$ cat config.mk
export PLATFORM = sky130hd
export DESIGN_NAME = alu_exec_unit
export DESIGN_NICKNAME = d
export VERILOG_FILES = /design/src/rtl/cpu_pkg.sv /design/src/rtl/alu_srl_iter.sv /design/src/rtl/alu_exec_unit.sv
export SDC_FILE = /design/constraint.sdc
export NUM_CORES = 1
export LEC_CHECK = 0
export ABC_CLOCK_PERIOD_IN_PS = 3340
export CORE_UTILIZATION = 57
export CTS_BUF_LIST = sky130_fd_sc_hd__clkbuf_4
export DETAILED_ROUTE_END_ITERATION = 7
export PLACE_DENSITY = 0.82
export SYNTH_ARGS = -nofsm -noshare
export SYNTH_HDL_FRONTEND = slang
export SYNTH_SLANG_ARGS = --single-unit
export TNS_END_PERCENT = 100
$ cat constraint.sdc
create_clock -name clk -period 3.34 [get_ports clk]
set_input_delay 0.668 -clock clk [delete_from_list [all_inputs] [get_ports clk]]
set_output_delay 0.668 -clock clk [all_outputs]
set_load 0.005 [all_outputs]
$ cat src/rtl/cpu_pkg.sv
// Shared CPU constants: ALU function codes, execute-unit FSM states and
// signed-overflow helpers used by the ALU datapath.
package cpu_pkg;

    localparam logic [5:0] FUNCT_ADD = 6'b001001;
    localparam logic [5:0] FUNCT_SUB = 6'b001010;
    localparam logic [5:0] FUNCT_OR  = 6'b010010;
    localparam logic [5:0] FUNCT_SRL = 6'b100010;

    typedef enum logic [1:0] {
        IDLE  = 2'd0,
        SHIFT = 2'd1,
        DONE  = 2'd2
    } alu_state_e;

    // Addition overflows when both operands share a sign the sum does not.
    function automatic logic add_overflow(input logic a_msb, input logic b_msb,
                                          input logic r_msb);
        return (a_msb == b_msb) && (r_msb != a_msb);
    endfunction

    // Subtraction overflows when operand signs differ and the difference
    // takes the sign of the subtrahend instead of the minuend.
    function automatic logic sub_overflow(input logic a_msb, input logic b_msb,
                                          input logic r_msb);
        return (a_msb != b_msb) && (r_msb != a_msb);
    endfunction

endpackage

$ cat src/rtl/alu_srl_iter.sv
// Iterative logical right shifter: one bit position per clock. A load
// captures the operand and shift count; done is high during the cycle that
// performs the final shift, with shift_out carrying the finished value.
module alu_srl_iter
    import cpu_pkg::*;
#(
    parameter int DATA_W  = 32,
    parameter int SHAMT_W = 5
) (
    input  logic               clk,
    input  logic               rst_n,
    input  logic               load,
    input  logic [DATA_W-1:0]  load_data,
    input  logic [SHAMT_W-1:0] load_shamt,
    output logic               done,
    output logic [DATA_W-1:0]  shift_out
);

    logic [DATA_W-1:0]  shift_r;
    logic [SHAMT_W-1:0] cnt_r;

    // Load operand/count on request, otherwise shift once per cycle until the count runs out.
    always_ff @(posedge clk or negedge rst_n) begin
        if (!rst_n) begin
            shift_r <= {DATA_W{1'b0}};
            cnt_r   <= {SHAMT_W{1'b0}};
        end else if (load) begin
            shift_r <= load_data;
            cnt_r   <= load_shamt;
        end else if (cnt_r != {SHAMT_W{1'b0}}) begin
            shift_r <= {1'b0, shift_r[DATA_W-1:1]};
            cnt_r   <= cnt_r - SHAMT_W'(1);
        end else begin
            shift_r <= shift_r;
            cnt_r   <= cnt_r;
        end
    end

    // The cycle with one shift left is the last one; expose its outcome directly.
    always_comb begin
        done      = (cnt_r == SHAMT_W'(1));
        shift_out = {1'b0, shift_r[DATA_W-1:1]};
    end

endmodule

$ cat src/rtl/alu_exec_unit.sv
// Execute-stage ALU. ADD/SUB/OR complete in one cycle; SRL runs through the
// iterative shifter and stalls the upstream handshake while it works.
// Results and flags are registered and held until the downstream accepts.
module alu_exec_unit
    import cpu_pkg::*;
#(
    parameter int DATA_W  = 32,
    parameter int SHAMT_W = 5
) (
    input  logic               clk,
    input  logic               rst_n,
    input  logic               in_valid,
    output logic               in_ready,
    input  logic [5:0]         funct,
    input  logic [DATA_W-1:0]  src1,
    input  logic [DATA_W-1:0]  src2,
    input  logic [SHAMT_W-1:0] shamt,
    output logic               out_valid,
    input  logic               out_ready,
    output logic [DATA_W-1:0]  result,
    output logic               zero,
    output logic               overflow
);

    alu_state_e        state_r;
    logic              out_valid_r;
    logic [DATA_W-1:0] result_r;
    logic              zero_r;
    logic              overflow_r;

    logic              accept_s;
    logic              srl_load_s;
    logic [DATA_W-1:0] alu_res_s;
    logic              alu_ovf_s;
    logic [DATA_W-1:0] sum_s;
    logic [DATA_W-1:0] diff_s;
    logic              srl_done_s;
    logic [DATA_W-1:0] srl_out_s;

    // Upstream may issue when idle, or when the held result leaves this cycle.
    always_comb begin
        case (state_r)
            IDLE:    in_ready = 1'b1;
            DONE:    in_ready = out_ready;
            SHIFT:   in_ready = 1'b0;
            default: in_ready = 1'b0;
        endcase
    end

    // Decode accept and whether it starts a multi-cycle shift.
    always_comb begin
        accept_s   = in_valid & in_ready;
        srl_load_s = accept_s & (funct == FUNCT_SRL) & (shamt != {SHAMT_W{1'b0}});
    end

    // Single-cycle datapath; a zero-distance SRL simply passes src2 through.
    always_comb begin
        sum_s     = src1 + src2;
        diff_s    = src1 - src2;
        alu_res_s = {DATA_W{1'b0}};
        alu_ovf_s = 1'b0;
        case (funct)
            FUNCT_ADD: begin
                alu_res_s = sum_s;
                alu_ovf_s = add_overflow(src1[DATA_W-1], src2[DATA_W-1], sum_s[DATA_W-1]);
            end
            FUNCT_SUB: begin
                alu_res_s = diff_s;
                alu_ovf_s = sub_overflow(src1[DATA_W-1], src2[DATA_W-1], diff_s[DATA_W-1]);
            end
            FUNCT_OR: begin
                alu_res_s = src1 | src2;
                alu_ovf_s = 1'b0;
            end
            FUNCT_SRL: begin
                alu_res_s = src2;
                alu_ovf_s = 1'b0;
            end
            default: begin
                alu_res_s = {DATA_W{1'b0}};
                alu_ovf_s = 1'b0;
            end
        endcase
    end

    alu_srl_iter #(
        .DATA_W  (DATA_W),
        .SHAMT_W (SHAMT_W)
    ) u_srl (
        .clk        (clk),
        .rst_n      (rst_n),
        .load       (srl_load_s),
        .load_data  (src2),
        .load_shamt (shamt),
        .done       (srl_done_s),
        .shift_out  (srl_out_s)
    );

    // Control FSM and result registers; DONE holds everything until out_ready.
    always_ff @(posedge clk or negedge rst_n) begin
        if (!rst_n) begin
            state_r     <= IDLE;
            out_valid_r <= 1'b0;
            result_r    <= {DATA_W{1'b0}};
            zero_r      <= 1'b0;
            overflow_r  <= 1'b0;
        end else begin
            case (state_r)
                IDLE, DONE: begin
                    if (accept_s) begin
                        if (srl_load_s) begin
                            state_r     <= SHIFT;
                            out_valid_r <= 1'b0;
                        end else begin
                            state_r     <= DONE;
                            out_valid_r <= 1'b1;
                            result_r    <= alu_res_s;
                            zero_r      <= (alu_res_s == {DATA_W{1'b0}});
                            overflow_r  <= alu_ovf_s;
                        end
                    end else if ((state_r == DONE) && out_ready) begin
                        state_r     <= IDLE;
                        out_valid_r <= 1'b0;
                    end else begin
                        state_r     <= state_r;
                        out_valid_r <= out_valid_r;
                    end
                end
                SHIFT: begin
                    if (srl_done_s) begin
                        state_r     <= DONE;
                        out_valid_r <= 1'b1;
                        result_r    <= srl_out_s;
                        zero_r      <= (srl_out_s == {DATA_W{1'b0}});
                        overflow_r  <= 1'b0;
                    end else begin
                        state_r     <= SHIFT;
                        out_valid_r <= 1'b0;
                    end
                end
                default: begin
                    state_r     <= IDLE;
                    out_valid_r <= 1'b0;
                end
            endcase
        end
    end

    assign out_valid = out_valid_r;
    assign result    = result_r;
    assign zero      = zero_r;
    assign overflow  = overflow_r;

endmodule

==> results of run 1 <==
[logic make-up after synthesis]
| family | Yosys count | synth area share (%) |
|---|---|---|
| AOI/OAI and AO/OA | 384 | 29.46 |
| and+or+nand+nor | 377 | 20.56 |
| buffers and inverters | 162 | 7.436 |
| adders and majority gates | 106 | 15.10 |
| DFF | 72 | 20.28 |
| muxes | 51 | 5.788 |
| xor gates and xnor gates | 14 | 1.380 |
[per-stage QoR]
stage | setup slack, ns | hold WS, ns | utilization, % | instances
2_1_floorplan | -0.08094 | 0.3724 | - | 1166
3_3_place_gp | -0.8686 | 0.4547 | 84.55 | 1774
3_5_place_dp | -1.063 | 0.4665 | 84.55 | 1774
4_1_cts | -0.1795 | 0.3109 | 92.12 | 1819
[what timing repair did]
action,4_1_cts
setup buffers,30
pin swaps,66
endpoints found under the setup margin,22
resized for setup,199
gates cloned,0
==> impl_results.html, run 1 <==
<table>
<tr><th>Metric</th><th>Value</th></tr>
<tr><th colspan="2">Outcome</th></tr>
<tr><td>Result of the run</td><td>stopped before the end</td></tr>
<tr><td>Failing step</td><td>5_1_grt</td></tr>
<tr><td>First error line in the log</td><td>[ERROR DPL-0038] Utilization greater than 100%, impossible to legalize</td></tr>
<tr><th colspan="2">Die</th></tr>
<tr><td>Die span in y</td><td>126.9 um</td></tr>
<tr><td>Count of pins on the block boundary</td><td>115</td></tr>
<tr><td>Initial Utilization</td><td>58.44%</td></tr>
<tr><td>Number of placement rows</td><td>45</td></tr>
<tr><td>Horizontal die dimension</td><td>126.9 um</td></tr>
<tr><th colspan="2">Synth</th></tr>
<tr><td>Sequential area share after synthesis</td><td>20.28%</td></tr>
<tr><td>Warnings from Yosys</td><td>0</td></tr>
<tr><td>Synthesized flop and latch total</td><td>72</td></tr>
<tr><td>Most repeated cell in the gate-level netlist after synthesis</td><td>sky130_fd_sc_hd__nand2_1</td></tr>
<tr><td>Post-synth EDFFs</td><td>0</td></tr>
<tr><td>Cell area after technology mapping</td><td>8885 um^2</td></tr>
<tr><td>Share of Yosys cell area claimed by the top area cell type</td><td>20.28%</td></tr>
<tr><td>List of most frequent post-synthesis cells</td><td>sky130_fd_sc_hd__nand2_1, sky130_fd_sc_hd__ha_1, sky130_fd_sc_hd__o21ai_0, sky130_fd_sc_hd__nor2_1, sky130_fd_sc_hd__inv_1</td></tr>
<tr><td>Leading cell types by total area after synthesis</td><td>sky130_fd_sc_hd__dfrtp_1, sky130_fd_sc_hd__ha_1, sky130_fd_sc_hd__o21ai_0</td></tr>
<tr><td>Proportion of register bits with asynchronous set or reset after synthesis</td><td>100.0%</td></tr>
<tr><td>Cell variety after synth</td><td>83</td></tr>
<tr><td>Average cell area after synthesis</td><td>7.620 um^2</td></tr>
<tr><td>Post-Synthesis Cells</td><td>1166</td></tr>
<tr><td>Syn Nets</td><td>1351</td></tr>
<tr><td>Cell taking the most area after synthesis</td><td>sky130_fd_sc_hd__dfrtp_1</td></tr>
<tr><td>Commonest register cell after synthesis</td><td>sky130_fd_sc_hd__dfrtp_1</td></tr>
<tr><th colspan="2">STA</th></tr>
<tr><td>WEP type</td><td>sequential cell input</td></tr>
<tr><td>Worst_ep grt</td><td>zero$_DFFE_PN0P_/D</td></tr>
<tr><th colspan="2">Placement</th></tr>
<tr><td>Count of port buffers added during placement</td><td>114</td></tr>
<tr><td>Estimated wirelength of the detail-placed design</td><td>29560 um</td></tr>
<tr><td>Dpl cell area</td><td>12850 um^2</td></tr>
<tr><td>RePlAce Congestion</td><td>1.063</td></tr>
<tr><th colspan="2">Clock network</th></tr>
<tr><td>Cts bufs inserted</td><td>9</td></tr>
<tr><td>Root Buffer Master</td><td>sky130_fd_sc_hd__clkbuf_4</td></tr>
<tr><td>Sink Count</td><td>72</td></tr>
<tr><td>H-tree levels</td><td>3</td></tr>
<tr><td>Hold buffer count at cts</td><td>0</td></tr>
<tr><td>Bufs on Longest Clock Path</td><td>2</td></tr>
<tr><th colspan="2">Global route</th></tr>
<tr><td>Largest net degree at the start of global routing</td><td>50</td></tr>
</table>
==> run 2: changes to the inputs <==
- CORE_UTILIZATION: 57 -> 40
- CTS_BUF_LIST: sky130_fd_sc_hd__clkbuf_4 -> not set
- PLACE_DENSITY: 0.82 -> not set
- PLACE_DENSITY_LB_ADDON: not set -> 0.15
==> impl_results.html, run 2 <==
<table>
<tr><th>Metric</th><th>Value</th></tr>
<tr><th colspan="2">Die</th></tr>
<tr><td>Area of the die</td><td>22810 um^2</td></tr>
<tr><td>Die span in y</td><td>151.0 um (was 126.9 um)</td></tr>
<tr><td>Count of pins on the block boundary</td><td>115 (unchanged)</td></tr>
<tr><td>Placeable core region</td><td>21820 um^2</td></tr>
<tr><td>Horizontal die dimension</td><td>151.0 um (was 126.9 um)</td></tr>
<tr><td>Number of placement rows</td><td>54 (was 45)</td></tr>
<tr><td>Initial Utilization</td><td>40.71% (was 58.44%)</td></tr>
<tr><th colspan="2">Placement</th></tr>
<tr><td>RePlAce Congestion</td><td>0.9378 (was 1.063)</td></tr>
<tr><td>Worst slack, placed</td><td>-1.034 ns (was -1.063 ns)</td></tr>
<tr><td>Placed Cells incl. Taps</td><td>1864 (was 1774)</td></tr>
<tr><td>Count of port buffers added during placement</td><td>114 (unchanged)</td></tr>
<tr><td>Estimated wirelength of the detail-placed design</td><td>28480 um (was 29560 um)</td></tr>
<tr><th colspan="2">Finish</th></tr>
<tr><td>Max reg flops</td><td>32</td></tr>
<tr><td>Antenna cell count</td><td>0</td></tr>
<tr><td>Number of filler instances in the final layout</td><td>1832</td></tr>
<tr><td>Area of the multi-input gates</td><td>7871 um^2</td></tr>
<tr><td>Synthesis-to-finish area growth</td><td>69.57%</td></tr>
<tr><td>Total Nets Final</td><td>1833</td></tr>
<tr><td>Sequential cell area</td><td>1802 um^2</td></tr>
<tr><td>Most common cell after layout, fill and taps aside</td><td>sky130_fd_sc_hd__buf_4</td></tr>
<tr><td>Share of post-route cells with drive strength above 1</td><td>44.07%</td></tr>
<tr><td>Top library cells by usage in the layout, fill and taps aside</td><td>sky130_fd_sc_hd__buf_4, sky130_fd_sc_hd__nand2_1, sky130_fd_sc_hd__nor2_1</td></tr>
<tr><td>Final std cells w/o fill</td><td>1932</td></tr>
<tr><th colspan="2">Synth</th></tr>
<tr><td>Post-synth EDFFs</td><td>0 (unchanged)</td></tr>
<tr><td>Cell variety after synth</td><td>83 (unchanged)</td></tr>
<tr><td>Average cell area after synthesis</td><td>7.620 um^2 (unchanged)</td></tr>
<tr><td>Share of Yosys cell area claimed by the top area cell type</td><td>20.28% (unchanged)</td></tr>
<tr><td>Warnings from Yosys</td><td>0 (unchanged)</td></tr>
<tr><td>Syn Nets</td><td>1351 (unchanged)</td></tr>
<tr><td>Post-Synthesis Cells</td><td>1166 (unchanged)</td></tr>
<tr><td>Cell area after technology mapping</td><td>8885 um^2 (unchanged)</td></tr>
<tr><td>Cell taking the most area after synthesis</td><td>sky130_fd_sc_hd__dfrtp_1 (unchanged)</td></tr>
<tr><td>Most repeated cell in the gate-level netlist after synthesis</td><td>sky130_fd_sc_hd__nand2_1 (unchanged)</td></tr>
<tr><td>Leading cell types by total area after synthesis</td><td>sky130_fd_sc_hd__dfrtp_1, sky130_fd_sc_hd__ha_1, sky130_fd_sc_hd__o21ai_0 (unchanged)</td></tr>
<tr><td>Synthesized flop and latch total</td><td>72 (unchanged)</td></tr>
<tr><td>List of most frequent post-synthesis cells</td><td>sky130_fd_sc_hd__nand2_1, sky130_fd_sc_hd__ha_1, sky130_fd_sc_hd__o21ai_0, sky130_fd_sc_hd__nor2_1, sky130_fd_sc_hd__inv_1 (unchanged)</td></tr>
<tr><td>Sequential area share after synthesis</td><td>20.28% (unchanged)</td></tr>
<tr><td>Proportion of register bits with asynchronous set or reset after synthesis</td><td>100.0% (unchanged)</td></tr>
<tr><td>Commonest register cell after synthesis</td><td>sky130_fd_sc_hd__dfrtp_1 (unchanged)</td></tr>
<tr><th colspan="2">Global route</th></tr>
<tr><td>Number of global-route vias before repair</td><td>10360</td></tr>
<tr><td>Largest net degree at the start of global routing</td><td>73</td></tr>
<tr><td>Initial antenna violation count</td><td>0</td></tr>
<tr><td>Aggregate global-route resource usage</td><td>32.00%</td></tr>
<tr><td>GRT overflow</td><td>0</td></tr>
<tr><td>First-pass GRT wire length</td><td>55950 um</td></tr>
<tr><th colspan="2">STA</th></tr>
<tr><td>Worst Tran Pin Value</td><td>0.9199 ns</td></tr>
<tr><td>Worst Hold Slack</td><td>0.4680 ns</td></tr>
<tr><td>Fin crit period</td><td>3.406 ns</td></tr>
<tr><td>Final WS setup</td><td>-0.06621 ns</td></tr>
<tr><td>Layout Skew</td><td>0.006855 ns</td></tr>
<tr><td>Unrepaired setup endpoints after global routing</td><td>true</td></tr>
<tr><td>Peak Freq</td><td>293.6 MHz</td></tr>
<tr><td>Worst max-slew margin expressed relative to the limit</td><td>38.68%</td></tr>
<tr><td>Finish-stage setup viols</td><td>5</td></tr>
<tr><td>Final worst-path cycle share</td><td>102.0%</td></tr>
<tr><td>Hold Violations, Final</td><td>0</td></tr>
<tr><td>Max Slew Vio Count</td><td>0</td></tr>
<tr><th colspan="2">Worst setup path</th></tr>
<tr><td>Critical Path Fanout Max</td><td>4</td></tr>
<tr><td>Kind of critical path</td><td>input port to flop</td></tr>
<tr><td>Endpoint of the worst-slack reg-to-reg timing path</td><td>zero$_DFFE_PN0P_</td></tr>
<tr><td>Required time worst endpoint</td><td>3.56 ns</td></tr>
<tr><td>Critical Path AT</td><td>3.62 ns</td></tr>
<tr><td>Critical Path Start Type</td><td>input port</td></tr>
<tr><td>Reg2Reg Launch Point</td><td>u_srl.cnt_r[1]$_DFFE_PN0P_</td></tr>
<tr><td>Start point of the critical path</td><td>src1[0]</td></tr>
<tr><td>Path depth of the worst reg2reg path</td><td>13</td></tr>
<tr><td>Worst reg-to-reg setup slack</td><td>0.43 ns</td></tr>
<tr><td>Crit path capture type</td><td>flop</td></tr>
<tr><td>End of the critical path</td><td>result[26]$_DFFE_PN0P_</td></tr>
<tr><th colspan="2">Run</th></tr>
<tr><td>Count of maximum capacitance violations</td><td>0</td></tr>
<tr><th colspan="2">Routing</th></tr>
<tr><td>WL/cell</td><td>18.93 um</td></tr>
<tr><td>Vias</td><td>10840</td></tr>
<tr><td>Detailed-route DRC error count</td><td>0</td></tr>
<tr><td>Post-route antenna net violation count</td><td>0</td></tr>
<tr><td>Overall routed net length</td><td>36570 um</td></tr>
<tr><td>Initial DRC count</td><td>914</td></tr>
<tr><td>Drt via density</td><td>5.609</td></tr>
<tr><td>Number of search-and-repair iterations in the first detailed-routing pass</td><td>5</td></tr>
<tr><th colspan="2">Clock network</th></tr>
<tr><td>Clock Pin Slew Worst Setup and Hold Paths</td><td>0.06 ns</td></tr>
<tr><td>H-tree levels</td><td>3 (unchanged)</td></tr>
<tr><td>Clock tree from TritonCTS</td><td>done</td></tr>
<tr><td>Sink Count</td><td>72 (unchanged)</td></tr>
<tr><td>Bufs on Longest Clock Path</td><td>2 (unchanged)</td></tr>
<tr><td>Root Buffer Master</td><td>sky130_fd_sc_hd__clkbuf_16 (was sky130_fd_sc_hd__clkbuf_4)</td></tr>
<tr><td>Cts bufs inserted</td><td>9 (unchanged)</td></tr>
<tr><td>Clock network latency to the later pin of the worst-skew pair</td><td>0.33 ns</td></tr>
<tr><td>Hold buffer count at cts</td><td>0 (unchanged)</td></tr>
<tr><th colspan="2">Power</th></tr>
<tr><td>Static leakage</td><td>0.006981 uW</td></tr>
<tr><td>Pwr per Cell Area</td><td>306.3 nW/um^2</td></tr>
<tr><td>Total power</td><td>4615 uW</td></tr>
<tr><td>Max VDD drop</td><td>0.2126 mV</td></tr>
<tr><th colspan="2">Outcome</th></tr>
<tr><td>Result of the run</td><td>complete, but fails checks (was stopped before the end)</td></tr>
<tr><td>Violations in the final reports</td><td>negative setup slack</td></tr>
<tr><th colspan="2">Hold path</th></tr>
<tr><td>Class of the tightest hold or removal check</td><td>input port to asynchronous set/reset pin</td></tr>
</table>
run 2: cell counts after synthesis:
Identical to the previous run, type by type.
run 2: worst min-delay path by stage:
| stage | end | cells past startpoint | slack, ns | startpoint |
|---|---|---|---|---|
| floorplan | overflow$_DFFE_PN0P_ | 0 | 0.37 | rst_n |
| global placement | result[13]$_DFFE_PN0P_ | 2 | 0.46 | result[13]$_DFFE_PN0P_ |
| detailed placement | result[12]$_DFFE_PN0P_ | 2 | 0.47 | result[12]$_DFFE_PN0P_ |
| CTS | result[12]$_DFFE_PN0P_ | 2 | 0.48 | result[12]$_DFFE_PN0P_ |
| global route | result[29]$_DFFE_PN0P_ | 1 | 0.50 | result[29]$_DFFE_PN0P_ |
| finish | result[4]$_DFFE_PN0P_ | 1 | 0.47 | rst_n |
run 2: stage by stage:
stage | util, % | area [um^2] | setup TNS [ns]
after floorplan | - | 8911 | -0.08094
after global placement | 59.37 | 12960 | -17.72
after detailed placement | 59.37 | 12960 | -18.13
after CTS | 66.63 | 14540 | -0.06317
after global routing | 69.03 | 15070 | -0.7846
final | 69.03 | 15070 | -0.1950
run 2: layer usage:
layer	GRT usage [%]	part of all wire, %	up-vias
met5	0	0	-
met4	9.000	2.3	0
met3	3.524	6.2	62
met2	49.98	44	411
met1	46.21	47	5157
li1	-	-	5206
run 2: final cells by class:
| class | instances | area share (%) |
|---|---|---|
| Inverter | 94 | 2.342 |
| Multi-Input combinational cell | 932 | 52.25 |
| Clock inverter | 3 | 0.2824 |
| Timing Repair Buffer | 539 | 29.21 |
| Clock buffer | 12 | 1.636 |
| Sequential cell | 72 | 11.96 |
| Tap cell | 280 | 2.325 |
run 2: critical path, cell delays in order:
cell,delay [ns]
sky130_fd_sc_hd__buf_6,0.10
sky130_fd_sc_hd__inv_2,0.06
sky130_fd_sc_hd__ha_4,0.13
sky130_fd_sc_hd__inv_2,0.04
sky130_fd_sc_hd__fa_2,0.35
sky130_fd_sc_hd__nor2b_4,0.14
sky130_fd_sc_hd__o211ai_1,0.19
sky130_fd_sc_hd__buf_4,0.17
sky130_fd_sc_hd__a21oi_4,0.08
sky130_fd_sc_hd__a211oi_4,0.28
sky130_fd_sc_hd__buf_4,0.17
sky130_fd_sc_hd__o21bai_4,0.10
sky130_fd_sc_hd__nor3b_1,0.15
sky130_fd_sc_hd__or3_1,0.36
sky130_fd_sc_hd__a21boi_2,0.16
sky130_fd_sc_hd__o2bb2ai_2,0.17
sky130_fd_sc_hd__a311oi_2,0.13
sky130_fd_sc_hd__a21o_1,0.18
run 2: power by group:
group          switching (uW)  internal (uW)  total [uW]
clock                     351            593         944
combinational            1220           1250        2470
sequential                162           1040        1200
run 2: repair_timing:
item,in CTS,in global routing
cloned,0,0
setup endpoints to repair,24,18
gates resized for setup,304,144
pin swaps,98,71
buffers inserted,36,19
run 2: logic make-up (layout without fill, tap and decap cells):
logic type               count (synthesis)  after routing  synth area share (%)
AND/OR/NAND/NOR                        377            377                 20.56
flip-flops                              72             72                 20.28
buffers and inverters                  162            648                 7.436
XOR/XNOR                                14             14                 1.380
adder cells (fa/ha/maj)                106            106                 15.10
AO/OA/AOI/OAI                          384            384                 29.46
multiplexers                            51             51                 5.788
No activity file was read; power rests on OpenSTA's default activity.
